File: config.mk
export PLATFORM = sky130hd
export DESIGN_NAME = uart_msg_sequencer
export DESIGN_NICKNAME = d
export VERILOG_FILES = /design/src/rtl/uart_msg_sequencer.sv
export SDC_FILE = /design/constraint.sdc
export NUM_CORES = 1
export LEC_CHECK = 0
export ABC_AREA = 0
export CELL_PAD_IN_SITES_DETAIL_PLACEMENT = 1
export CELL_PAD_IN_SITES_GLOBAL_PLACEMENT = 1
export CORE_AREA = 3 3 157 159
export DETAILED_ROUTE_END_ITERATION = 7
export DIE_AREA = 0 0 160 162
export PLACE_DENSITY_LB_ADDON = 0.1
export SYNTH_ARGS = -nofsm -noshare
export SYNTH_HDL_FRONTEND = slang
export SYNTH_SLANG_ARGS = --single-unit
File: constraint.sdc
create_clock -name clk -period 2 [get_ports clk]
set_input_delay 0.4 -clock clk [delete_from_list [all_inputs] [get_ports clk]]
set_output_delay 0.4 -clock clk [all_outputs]
set_load 0.05 [all_outputs]
File: src/rtl/uart_msg_sequencer.sv
// Debounces four active-low buttons and streams a fixed ASCII message per press
// over a valid/ready byte handshake. Optional hold-to-repeat: UART_MSG_AUTO_REPEAT_EN.
module uart_msg_sequencer #(
    parameter int DEBOUNCE_CYCLES = 500000,
    parameter int REPEAT_CYCLES   = 25000000
) (
    input  logic       clk,
    input  logic       rst,
    input  logic [3:0] btn_n,
    output logic [7:0] byte_data,
    output logic       byte_valid,
    input  logic       byte_ready,
    output logic       busy,
    output logic [1:0] msg_id
);

    localparam int DB_W = (DEBOUNCE_CYCLES > 2) ? $clog2(DEBOUNCE_CYCLES) : 1;

    typedef enum logic {
        ST_IDLE,
        ST_SEND
    } state_t;

    state_t      r_state;
    logic [3:0]  r_sync1;
    logic [3:0]  r_sync2;
    logic [3:0]  r_deb;
    logic [3:0]  r_deb_d;
    logic [DB_W-1:0] r_db_cnt [4];
    logic [2:0]  r_idx;
    logic [7:0]  r_data;
    logic        r_valid;
    logic        r_busy;
    logic [1:0]  r_msg_id;

    logic [3:0]  w_press;
    logic [3:0]  w_rep_press;
    logic [3:0]  w_start_vec;
    logic        w_start;
    logic [1:0]  w_sel;

    function automatic logic [7:0] rom_byte(input logic [1:0] id, input logic [2:0] idx);
        logic [7:0] b;
        b = 8'h00;
        case ({id, idx})
            {2'd0, 3'd0}: b = "s";
            {2'd0, 3'd1}: b = "e";
            {2'd0, 3'd2}: b = "a";
            {2'd0, 3'd3}: b = "n";
            {2'd0, 3'd4}: b = 8'h0D;
            {2'd0, 3'd5}: b = 8'h0A;
            {2'd1, 3'd0}: b = "w";
            {2'd1, 3'd1}: b = "a";
            {2'd1, 3'd2}: b = "s";
            {2'd1, 3'd3}: b = " ";
            {2'd1, 3'd4}: b = 8'h0D;
            {2'd1, 3'd5}: b = 8'h0A;
            {2'd2, 3'd0}: b = "e";
            {2'd2, 3'd1}: b = "r";
            {2'd2, 3'd2}: b = "e";
            {2'd2, 3'd3}: b = " ";
            {2'd2, 3'd4}: b = 8'h0D;
            {2'd2, 3'd5}: b = 8'h0A;
            {2'd3, 3'd0}: b = "#";
            {2'd3, 3'd1}: b = "1";
            {2'd3, 3'd2}: b = "2";
            {2'd3, 3'd3}: b = "3";
            {2'd3, 3'd4}: b = "4";
            {2'd3, 3'd5}: b = "5";
            {2'd3, 3'd6}: b = 8'h0A;
            default:      b = 8'h00;
        endcase
        return b;
    endfunction

    function automatic logic [2:0] last_idx(input logic [1:0] id);
        return (id == 2'd3) ? 3'd6 : 3'd5;
    endfunction

    // Two-flop synchronizer, then a per-button stability counter.
    always_ff @(posedge clk) begin
        // NOTE: state registers use non-blocking assignments so every flop samples pre-edge values.
        if (rst) begin
            r_sync1 <= 4'b1111;
            r_sync2 <= 4'b1111;
            r_deb   <= 4'b1111;
            r_deb_d <= 4'b1111;
            for (int i = 0; i < 4; i++) r_db_cnt[i] <= '0;
        end else begin
            r_sync1 <= btn_n;
            r_sync2 <= r_sync1;
            r_deb_d <= r_deb;
            for (int i = 0; i < 4; i++) begin
                if (r_sync2[i] == r_deb[i]) begin
                    r_db_cnt[i] <= '0;
                end else if (r_db_cnt[i] == DB_W'(DEBOUNCE_CYCLES - 1)) begin
                    r_deb[i]    <= r_sync2[i];
                    r_db_cnt[i] <= '0;
                end else begin
                    r_db_cnt[i] <= r_db_cnt[i] + 1'b1;
                end
            end
        end
    end

    assign w_press = r_deb_d & ~r_deb;

`ifdef UART_MSG_AUTO_REPEAT_EN
    localparam int RP_W = (REPEAT_CYCLES > 2) ? $clog2(REPEAT_CYCLES) : 1;

    logic [RP_W-1:0] r_rep_cnt;
    logic            w_rep_hold;
    logic            w_rep_fire;

    assign w_rep_hold = (r_state == ST_IDLE) && !r_deb[r_msg_id];
    assign w_rep_fire = w_rep_hold && (r_rep_cnt == RP_W'(REPEAT_CYCLES - 1));

    always_ff @(posedge clk) begin
        if (rst || !w_rep_hold || w_rep_fire) begin
            r_rep_cnt <= '0;
        end else begin
            r_rep_cnt <= r_rep_cnt + 1'b1;
        end
    end

    always_comb begin
        w_rep_press = 4'b0000;
        if (w_rep_fire) w_rep_press[r_msg_id] = 1'b1;
    end
`else
    // Repeat disabled: the parameter only keeps the interface identical across builds.
    assign w_rep_press = (REPEAT_CYCLES < 0) ? 4'b1111 : 4'b0000;
`endif

    assign w_start_vec = w_press | w_rep_press;
    assign w_start     = |w_start_vec;

    always_comb begin
        // NOTE: default first so no path leaves w_sel unassigned and infers a latch.
        w_sel = 2'd0;
        if      (w_start_vec[0]) w_sel = 2'd0;
        else if (w_start_vec[1]) w_sel = 2'd1;
        else if (w_start_vec[2]) w_sel = 2'd2;
        else if (w_start_vec[3]) w_sel = 2'd3;
    end

    // Presses arriving while a message is in flight are dropped, not queued.
    always_ff @(posedge clk) begin
        if (rst) begin
            r_state  <= ST_IDLE;
            r_valid  <= 1'b0;
            r_data   <= 8'h00;
            r_busy   <= 1'b0;
            r_msg_id <= 2'd0;
            r_idx    <= 3'd0;
        end else begin
            case (r_state)
                ST_IDLE: begin
                    if (w_start) begin
                        r_msg_id <= w_sel;
                        r_idx    <= 3'd0;
                        r_data   <= rom_byte(w_sel, 3'd0);
                        r_valid  <= 1'b1;
                        r_busy   <= 1'b1;
                        r_state  <= ST_SEND;
                    end
                end
                ST_SEND: begin
                    if (byte_ready) begin
                        if (r_idx == last_idx(r_msg_id)) begin
                            r_valid <= 1'b0;
                            r_busy  <= 1'b0;
                            r_state <= ST_IDLE;
                        end else begin
                            r_idx  <= r_idx + 3'd1;
                            r_data <= rom_byte(r_msg_id, r_idx + 3'd1);
                        end
                    end
                end
                default: r_state <= ST_IDLE;
            endcase
        end
    end

    assign byte_data  = r_data;
    assign byte_valid = r_valid;
    assign busy       = r_busy;
    assign msg_id     = r_msg_id;

endmodule

==> summary.md, run 1 <==
| Metric | Value |
|---|---|
| Outcome | finished, final reports clean |
| Vias in the first global route | between 5000 and 6000 |
| Placed Area | between 0.007 and 0.008 mm2 |
| Row Count | 56 |
| Crit path time final | around 1900 ps |
| GRT Util Overall | between 10% and 20% |
| Largest net degree at the start of global routing | 26 |
| Register-to-register path setup slack | 90 ps |
| Skew-Pair Late Insertion Delay | 350 ps |
| Root buf cell | clkbuf_16 |
| Via count | 4705 |
| Type of element capturing the critical path | flop |
| DP Cell Count | ~1000 |
| Synthesized area | 0.00585 mm2 |
| Switch Pwr | about 1 mW |
| Number of synthesized flops with an enable pin | 76 |
| Post-synth ARST share | 0% |
| Comb pwr share | between 4 and 5% |
| Die Area | ~0.026 mm2 |
| CP arrival | 2120 ps |
| Post-Syn Instances | about 590 |
| Fin area | approximately 0.0074 mm2 |
| Power Density | approximately 630 mW/mm2 |
| First-pass GRT wire length | about 25000 um |
| Post-Place Worst Slack | approximately 9.5 ps |
| Die Ht | around 160 um |
| Most common cell after layout, fill and taps aside | conb_1 |
| First DRT Iteration DRCs | 225 |
| Clk pwr share | a little over two fifths |
| # DRC | 0 |
| Synthesis-stage register bit count | between 100 and 150 |
| Detailed placer's ending HPWL | 10600 um |
| Placer Congestion | between 0.7 and 0.8 |
| P_int | about 3.7 mW |
| HP Class | flop to flop |
| Max-capacitance violation count | 0 |
| Slew headroom | roughly two thirds |
| Slew of the pin with the lowest slew margin | slightly below 500 ps |
| Worst Setup Start Kind | flop |
| WS Path Type | flop to flop |
| Leakage | about 2.6 nW |
| Drt pass-1 iters | 4 |
| Non-filler cells in the finished layout | 1050 |
| Core box area | about 0.023 mm2 |
| Initial antenna violation count | 0 |
| Clock sinks | between 100 and 150 |
| Critical path data required time | 2220 ps |
| Final Hold Vio Count | 0 |
| Share of cells above drive strength 1 | between 10 and 15% |
| Final Util | a little under a third |
| Worst setup margin | a little over 90 ps |
| FMAX | ~0.52 GHz |
| Most frequent cells in the layout | 77 x conb_1, 76 x edfxtp_1, 66 x nor2_1, 53 x buf_4, 40 x nand2_1 |
| Most used DFF post-synth | edfxtp_1 |
| Worst Skew | approximately 15 ps |
| Number of distinct library cells after synthesis | 63 |
| Die Wd | roughly 160 um |
| Mean post-synth cell area | around 9.9 um2 |
| Routed WL | 14200 um |
| Part of the cycle the worst path needs | 95.4% |
| Yosys warnings | 0 |
| Final nets | approximately 750 |
| Final setup violation count | 0 |
| Seq pwr share | a little over half |
| Inserted Diodes | 0 |
| Critical path fanouts, max | 6 |
| Global route overflow | 0 |
| Post-DR vias/cell | around 4.5 |
| CTS Buffer Depth | 2 |
| Routed len/inst | approximately 14 um |
| Fin Hold WS | approximately 420 ps |
| Sw frac | roughly 22% |
| TritonCTS clock tree | built |
| TritonCTS buffer count | 9 |
| ANT nets after route | 0 |
| Initial Util | between 20% and 30% |
| Worst ir drop on vdd | about 0.28 mV |
| PortBufs | 17 |
| Area growth, synth to finish | 27.2% |
| RSZ-0062 raised after global routing | true |
| Max-slew violations | 0 |
| Htree depth | 3 |
| Post-synthesis sequential area ratio | about half |
| IO Pins | 19 |
| Clk pin slew, worst setup/hold paths | 80 ps |
per-layer routing:
metal	track usage [%]	routed length [um]	part of all wire (%)
met1	15.0	7010	49
met2	19.5	6680	47
met3	1.58	327	2.3
met4	4.06	213	1.5
met5	0	0	0
cells in the mapped netlist, drive strengths merged, types with 3 or more instances:
library cell | instances | area (um2)
a21oi | 31 | 155
a221oi | 3 | 26.3
a31oi | 3 | 18.8
a32o | 5 | 50.1
and2 | 4 | 25.0
and3 | 3 | 18.8
and4 | 5 | 43.8
buf | 6 | 33.8
clkbuf | 18 | 67.6
dfxtp | 30 | 601
edfxtp | 76 | 2280
ha | 15 | 188
inv | 24 | 90.1
nand2 | 41 | 170
nand2b | 8 | 50.1
nand3 | 33 | 170
nand4 | 16 | 106
nor2 | 67 | 251
nor2b | 10 | 62.6
nor3 | 8 | 40.0
nor4 | 15 | 93.8
nor4b | 5 | 43.8
o21ai | 20 | 100
o21bai | 3 | 22.5
o311ai | 3 | 26.3
o31ai | 10 | 75.1
or2 | 17 | 106
or3 | 15 | 93.8
or4 | 9 | 67.6
or4b | 3 | 30.0
xnor2 | 28 | 245
xor2 | 25 | 219
logic make-up (layout without fill, tap and decap cells):
group                      after synthesis  count (layout)  synth area share, %
and+or+nand+nor                        264             264                 24.2
AOI/OAI and AO/OA                      101             101                 11.4
xor gates and xnor gates                53              53                 7.94
adders and majority gates               16              16                 3.38
DFF                                    106             106                 49.3
muxes                                    2               2                0.342
other                                    2              77                0.128
buffers and inverters                   49             112                 3.34
final timing paths:
path,from,to,cells after the start
hold / removal,r_sync1[2],r_sync2[2],1
setup reg to reg,r_db_cnt[2][13],r_db_cnt[2][17],4
hold reg to reg,r_sync1[2],r_sync2[2],1
setup / recovery,r_db_cnt[2][13],r_db_cnt[2][17],4
power by group through the flow:
| stage | registers (mW) | logic (mW) | clock network [mW] |
|---|---|---|---|
| final | 2.49 | 0.230 | 1.97 |
| after global routing | 2.51 | 0.268 | 2.13 |
| after CTS | 2.50 | 0.224 | 2.08 |
| after detailed placement | 2.55 | 0.222 | 0 |
| after global placement | 2.54 | 0.219 | 0 |
| after floorplan | 2.53 | 0.138 | 0 |
sequential cells by signal, summed over array words and instances (netlist names):
name / count
r_deb: 4
r_sync2: 4
r_db_cnt: 76
r_sync1: 4
msg_id: 2
r_idx: 3
byte_data: 7
r_deb_d: 4
r_state: 1
busy: 1
stage by stage:
stage                     setup TNS, ps  power [mW]
after floorplan                       0        2.67
after global placement                0        2.76
after detailed placement              0        2.77
after CTS                             0        4.80
after global routing              -16.3        4.91
final                                 0        4.69
timing repair:
action | in CTS | in global routing
setup endpoints to repair | 0 | 39
resized for setup | 0 | 15
setup buffers | 0 | 6
hold buffers | 0 | 0
critical path: stages, from the launching register on:
cell      delay [ps]
edfxtp_1         500
nand2_8           70
or4_4            510
or4_1            540
a21oi_2          150
area by class of cell:
cell class	count	area (um2)
multi-input combinational	513	3100
sequential	106	2880
timing repair buffer	72	633
clock inverter	1	30.0
fill	2725	16000
clock buffer	14	297
inverter	25	93.8
tap	319	399
No activity file was read; power rests on OpenSTA's default activity.
==> run 2: changes to the inputs <==
==> constraint.sdc (replaced) <==
create_clock -name clk -period 1.75 [get_ports clk]
set_input_delay 0.35 -clock clk [delete_from_list [all_inputs] [get_ports clk]]
set_output_delay 0.35 -clock clk [all_outputs]
set_load 0.05 [all_outputs]
==> run 2 against run 1 <==
Effect of this change: the run now ends with negative setup slack left; sequential share of layout area shrank 5.4 points; worst hold slack got worse by 5.7 ps; maximum frequency rose by 2.4%; via count increased by 11%; design area increased by 17%; clock-buffer cell count decreased by 3; final cell count increased by 10%; critical path type unchanged; critical endpoint unchanged; largest cell class unchanged.
==> summary.md, run 2 (synthesis gave the netlist of run 1 again) <==
| Metric | Value |
|---|---|
| Worst ir drop on vdd | 0.351 mV (+25%) |
| Die Wd | 160 um (unchanged) |
| Root buf cell | clkbuf_16 |
| CTS Buffer Depth | 2 (unchanged) |
| Clock sinks | 106 (unchanged) |
| Placer Congestion | 0.773 (+1.4%) |
| PortBufs | 17 (unchanged) |
| Critical path fanouts, max | 8 (+2) |
| Total Power | 5.34 mW (+14%) |
| Via count | 5205 (+11%) |
| Critical Path Start | r_db_cnt[2][13] |
| WS Path Type | flop to flop |
| Max FFs per register | 76 (unchanged) |
| Crit path time final | 1860 ps (-45.1 ps) |
| Type of element capturing the critical path | flop |
| Worst hold start | r_sync1[0] |
| Outcome | finished, violations left |
| Met3 WL | 214 um (-35%) |
| Worst Setup Start Kind | flop |
| RSZ-0062 raised after global routing | true |
| Core box area | 0.0234 mm2 (unchanged) |
| Initial antenna violation count | 0 (unchanged) |
| # DRC | 0 (unchanged) |
| Final setup violation count | 4 (+4) |
| Htree depth | 3 (unchanged) |
| IO Pins | 19 (unchanged) |
| Max-capacitance violation count | 0 (unchanged) |
| Worst Skew | 12.9 ps (-1.58 ps) |
| Routed WL | 16100 um (+13%) |
| Part of the cycle the worst path needs | 106% (+11 points) |
| Share of cells above drive strength 1 | 35.2% (+21 points) |
| Most common cell after layout, fill and taps aside | buf_4 |
| Clk pin slew, worst setup/hold paths | 90 ps (about the same) |
| Vias in the first global route | 5454 (+7.6%) |
| Critical path data required time | 1970 ps (-250 ps) |
| First-pass GRT wire length | 26700 um (+8.1%) |
| Final Hold Vio Count | 0 (unchanged) |
| First DRT Iteration DRCs | 218 (-3.1%) |
| Non-filler cells in the finished layout | 1157 (+10%) |
| Die Ht | 162 um (unchanged) |
| DP Cell Count | 1107 (+7.6%) |
| HP Class | flop to flop |
| Worst setup margin | -112 ps (-205 ps) |
| Global route overflow | 0 (unchanged) |
| GRT Util Overall | 12.5% (+1.0 points) |
| Failing checks | negative setup slack |
| Post-DR vias/cell | 4.50 (+0.40%) |
| Initial Util | 25.0% (unchanged) |
| Final nets | 855 (+14%) |
| TritonCTS buffer count | 9 (unchanged) |
| Power Density | 616 mW/mm2 (-2.3%) |
| Fin Setup TNS | -216 ps (-216 ps) |
| CP arrival | 2090 ps (-30 ps) |
| Inserted Diodes | 0 (unchanged) |
| Area growth, synth to finish | 48.4% |
| Detailed placer's ending HPWL | 11700 um (+11%) |
| Leakage | 3.28 nW (+25%) |
| TritonCTS clock tree | built |
| Metal1 wirelength | 7380 um (+5.3%) |
| FMAX | 0.537 GHz (+2.4%) |
| Drt pass-1 iters | 4 (unchanged) |
| Most frequent cells in the layout | 156 x buf_4, 77 x conb_1, 76 x edfxtp_1, 66 x nor2_1, 36 x nand2_1 |
| Reg2reg start | r_db_cnt[2][13] |
| Top Metal Used | met4 |
| WL met2 | 8340 um (+25%) |
| Max-slew violations | 0 (unchanged) |
| Skew-Pair Late Insertion Delay | 360 ps (about the same) |
| ANT nets after route | 0 (unchanged) |
| Fin Hold WS | 411 ps (-5.67 ps) |
| Die Area | 0.0259 mm2 (unchanged) |
| Largest Register | r_db_cnt |
| Routed len/inst | 14.0 um (+2.9%) |
| Post-Place Worst Slack | -210 ps (-219 ps) |
| Row Count | 56 (unchanged) |
| Largest net degree at the start of global routing | 26 (unchanged) |
[run 2: layout make-up]
class                      instances  area [um2]
multi-input combinational        513        3520
inverter                          25        97.6
sequential                       106        2890
timing repair buffer             178        1460
clock inverter                     5        40.0
fill                            2708       14700
tap                              319         399
clock buffer                      11         264
[run 2: where the power goes]
| part | total (mW) | internal, mW | switching, mW | leakage [nW] |
|---|---|---|---|---|
| clock network | 2.11 | 1.11 | 0.999 | 0.149 |
| registers | 2.84 | 2.77 | 0.0756 | 1.03 |
| logic | 0.395 | 0.197 | 0.198 | 2.10 |
| total | 5.34 | 4.07 | 1.27 | 3.28 |
[run 2: layer usage]
layer  vias up  track usage [%]
li1       2573                -
met1      2589             15.5
met2        30             22.4
met3        13             1.76
met4         0             4.14
met5         -                0
[run 2: final timing paths]
check                                       end  slack [ps]  cells past startpoint
worst max-delay path            r_db_cnt[2][17]        -110                      4
worst min register to register       r_sync2[0]         410                      1
worst min-delay path                 r_sync2[0]         410                      1
worst max register to register  r_db_cnt[2][17]        -110                      4
[run 2: critical path, cell delays in order, from the launching register on]
cell and delay, ps:
edfxtp_1 500, nand2_8 60, or4_4 530, or4_4 500
a21oi_2 130
[run 2: through the flow]
step | util, % | instance area, um2
after floorplan | - | 6240
after global placement | 32.8 | 7670
after detailed placement | 32.8 | 7670
after CTS | 34.8 | 8150
after global routing | 37.1 | 8680
final | 37.1 | 8680
[run 2: what timing repair did]
item / in CTS / in global routing
resized for setup: 29 / 71
setup buffers: 6 / 28
hold buffers: 0 / 0
endpoints found under the setup margin: 69 / 81
hold endpoints to repair: 0 / 0
pin swaps: 7 / 36
==> run 3: changes to the inputs <==
--- a/config.mk
+++ b/config.mk
@@ -11,6 +11,7 @@
 export CORE_AREA = 3 3 157 159
 export DETAILED_ROUTE_END_ITERATION = 7
 export DIE_AREA = 0 0 160 162
+export DONT_BUFFER_PORTS = 1
 export PLACE_DENSITY_LB_ADDON = 0.1
 export SYNTH_ARGS = -nofsm -noshare
 export SYNTH_HDL_FRONTEND = slang
==> constraint.sdc (replaced) <==
create_clock -name clk -period 1.75 [get_ports clk]
set_input_delay 0.4375 -clock clk [delete_from_list [all_inputs] [get_ports clk]]
set_output_delay 0.4375 -clock clk [all_outputs]
set_load 0.05 [all_outputs]
==> run 3 against run 2 <==
Effect of this change: worst hold slack got worse by 270 ps; clock-buffer cell count did not move; largest cell class unchanged; critical path depth up 1; via count shrank 3.2%; global-route usage fell by 0.49 points; clock power hardly changed; clock skew barely moved; register-to-register slack got worse by 50 ps; sequential power barely moved; largest power group unchanged; die area did not move; the run still ends with negative setup slack left; setup slack worse by 53 ps; sequential share of layout area rose by 1.2 points.
==> summary.md, run 3 (synthesis gave the netlist of run 1 again) <==
| Metric | Value |
|---|---|
| Outcome | finished, violations left |
| Failing checks | negative setup slack |
| Inserted Diodes | 0 (unchanged) |
| Register-to-register path setup slack | -170 ps (-50 ps) |
| Fin Hold WS | 138 ps (-273 ps) |
| Hold Crit Depth | 1 (unchanged) |
| Max FFs per register | 76 (unchanged) |
| Hold Path Sink | busy |
| CP arrival | 2130 ps (+40 ps) |
| Worst path depth | 5 (+1) |
| Share of cells above drive strength 1 | 32.8% (-2.4 points) |
| Global route overflow | 0 (unchanged) |
| Crit path time final | 1920 ps (+52.8 ps) |
| Max-capacitance violation count | 0 (unchanged) |
| Final nets | 831 (-2.8%) |
| Die Area | 0.0259 mm2 (unchanged) |
| Placed Area | 0.00740 mm2 (-3.5%) |
| CP Cell Sequence | buf_6 -> nand2_8 -> or4_4 -> or4_4 -> a21oi_2 |
| Final Hold Vio Count | 0 (unchanged) |
| First DRT Iteration DRCs | 126 (-42%) |
| Max-slew violations | 0 (unchanged) |
| # DRC | 0 (unchanged) |
| Worst ir drop on vdd | 0.408 mV (+16%) |
| IO Pins | 19 (unchanged) |
| Most common cell after layout, fill and taps aside | buf_4 |
| Area growth, synth to finish | 43.2% |
| Reg2reg start | r_db_cnt[2][12] |
| Largest net degree at the start of global routing | 27 (+3.8%) |
| CTS Buffer Depth | 2 (unchanged) |
| Via count | 5041 (-3.2%) |
| First-pass GRT wire length | 25600 um (-4.1%) |
| Reg2Reg Depth | 5 (+1) |
| RSZ-0062 raised after global routing | true |
| Leakage | 3.11 nW (-5.4%) |
| CP Buf/Inv Count | 1 (+1) |
| Fin area | 0.00838 mm2 (-3.5%) |
| Part of the cycle the worst path needs | 109% (+3.0 points) |
| Post-DR vias/cell | 4.45 (-1.1%) |
| WS Path Type | flop to flop |
| RR Endpoint | r_db_cnt[2][17] |
| Skew-Pair Late Insertion Delay | 360 ps (about the same) |
| Critical path data required time | 1970 ps (about the same) |
| Worst Setup Start Kind | flop |
| Root buf cell | clkbuf_16 |
| Worst Skew | 13.4 ps (+0.445 ps) |
| Critical path fanouts, max | 6 (-2) |
| Detailed placer's ending HPWL | 11200 um (-4.3%) |
| PortBufs | 0 (-17) |
| Placer Congestion | 0.786 (+1.7%) |
| Drt pass-1 iters | 4 (unchanged) |
| Die Ht | 162 um (unchanged) |
| FMAX | 0.522 GHz (-2.8%) |
| Most frequent cells in the layout | 143 x buf_4, 77 x conb_1, 76 x edfxtp_1, 66 x nor2_1, 39 x nand2_1 |
| Final Util | 35.8% (-1.3 points) |
| Htree depth | 3 (unchanged) |
| TritonCTS clock tree | built |
| Slowest CP cell | or4_4 |
| Largest Register | r_db_cnt |
| Type of element capturing the critical path | flop |
| Crit-path leading delay family | simple AND/OR/NAND/NOR gates |
| Initial antenna violation count | 1 (+1) |
| Die Wd | 160 um (unchanged) |
| Vias in the first global route | 5253 (-3.7%) |
| Initial Util | 25.0% (unchanged) |
| Routed len/inst | 13.7 um (-1.7%) |
| Slew headroom | about two thirds |
| Slew of the pin with the lowest slew margin | approximately 520 ps |
| Row Count | 56 (unchanged) |
| GRT Util Overall | 12.0% (-0.49 points) |
| Worst hold start | rst |
| Core box area | 0.0234 mm2 (unchanged) |
| Power Density | 629 mW/mm2 (+2.2%) |
| Max stage delay on crit path | 550 ps (+20 ps) |
| Final setup violation count | 18 (+14) |
| ANT nets after route | 0 (unchanged) |
| Routed WL | 15500 um (-3.8%) |
| Clock sinks | 106 (unchanged) |
| TritonCTS buffer count | 9 (unchanged) |
| Most used cell, CP | or4_4 |
| Final-layout fill cell count | 2739 (+1.1%) |
| Clk pin slew, worst setup/hold paths | 80 ps (about the same) |
| Worst setup margin | -165 ps (-52.8 ps) |
| HP Class | primary input to flop |
[run 3: cell count changes in the layout (fill, tap and decap cells not counted), sizes merged]
cell	delta
buf	-18
bufinv	+1
clkinv	+2
inv	-3
clkdlybuf4s50	-6
[run 3: repair_timing]
action                     CTS  global route
hold buffers                 0             0
cloned                       0             0
buffers inserted             8            34
setup endpoints to repair   64            80
pin swaps                    6            31
gates resized for setup     15            70
[run 3: metrics by stage]
step,worst slack [ps],power [mW],TNS (ps),cells
after floorplan,-184,3.05,-463,668
after global placement,-163,3.17,-2950,1075
after detailed placement,-210,3.18,-3430,1075
after CTS,-136,5.32,-1950,1099
after global routing,-249,5.52,-5030,1133
final,-165,5.27,-1440,1133
[run 3: worst register-to-register path: cells and delay by family, from the launching register on]
kind                   cells  cell delay (ps)
AND/OR/NAND/NOR            3             1090
flip-flops                 1              430
buffers and inverters      1              140
AO/OA/AOI/OAI              1              120
[run 3: worst max-delay path by stage]
stage	to	start
CTS	r_db_cnt[2][17]	r_db_cnt[2][12]
floorplan	r_db_cnt[2][17]	r_db_cnt[2][9]
detailed placement	r_db_cnt[2][16]	r_db_cnt[2][12]
finish	r_db_cnt[2][17]	r_db_cnt[2][12]
global placement	r_db_cnt[2][17]	r_db_cnt[2][12]
global route	r_db_cnt[2][14]	r_db_cnt[2][9]
[run 3: area by class of cell]
cell class / instances / area, um2 / share of cell area, %
Clock buffer: 11 / 233 / 2.78
Clock inverter: 5 / 53.8 / 0.642
Inverter: 25 / 97.6 / 1.17
Multi-Input combinational cell: 513 / 3460 / 41.4
Sequential cell: 106 / 2890 / 34.5
Tap cell: 319 / 399 / 4.76
Timing Repair Buffer: 154 / 1240 / 14.8
[run 3: where the power goes]
group | switching [mW] | total [mW] | leakage [nW] | internal, mW
clock network | 0.979 | 2.09 | 0.140 | 1.11
logic | 0.169 | 0.340 | 1.94 | 0.171
registers | 0.0743 | 2.84 | 1.03 | 2.77
total | 1.22 | 5.27 | 3.11 | 4.05
[run 3: per-layer routing]
metal	routed length (um)	track usage, %	up-vias	share of wire, %
met2	8040	22.0	34	52
met3	358	2.52	15	2.3
li1	-	-	2533	-
met4	248	4.02	2	1.6
met1	6870	14.0	2457	44
met5	13	0	-	0.084
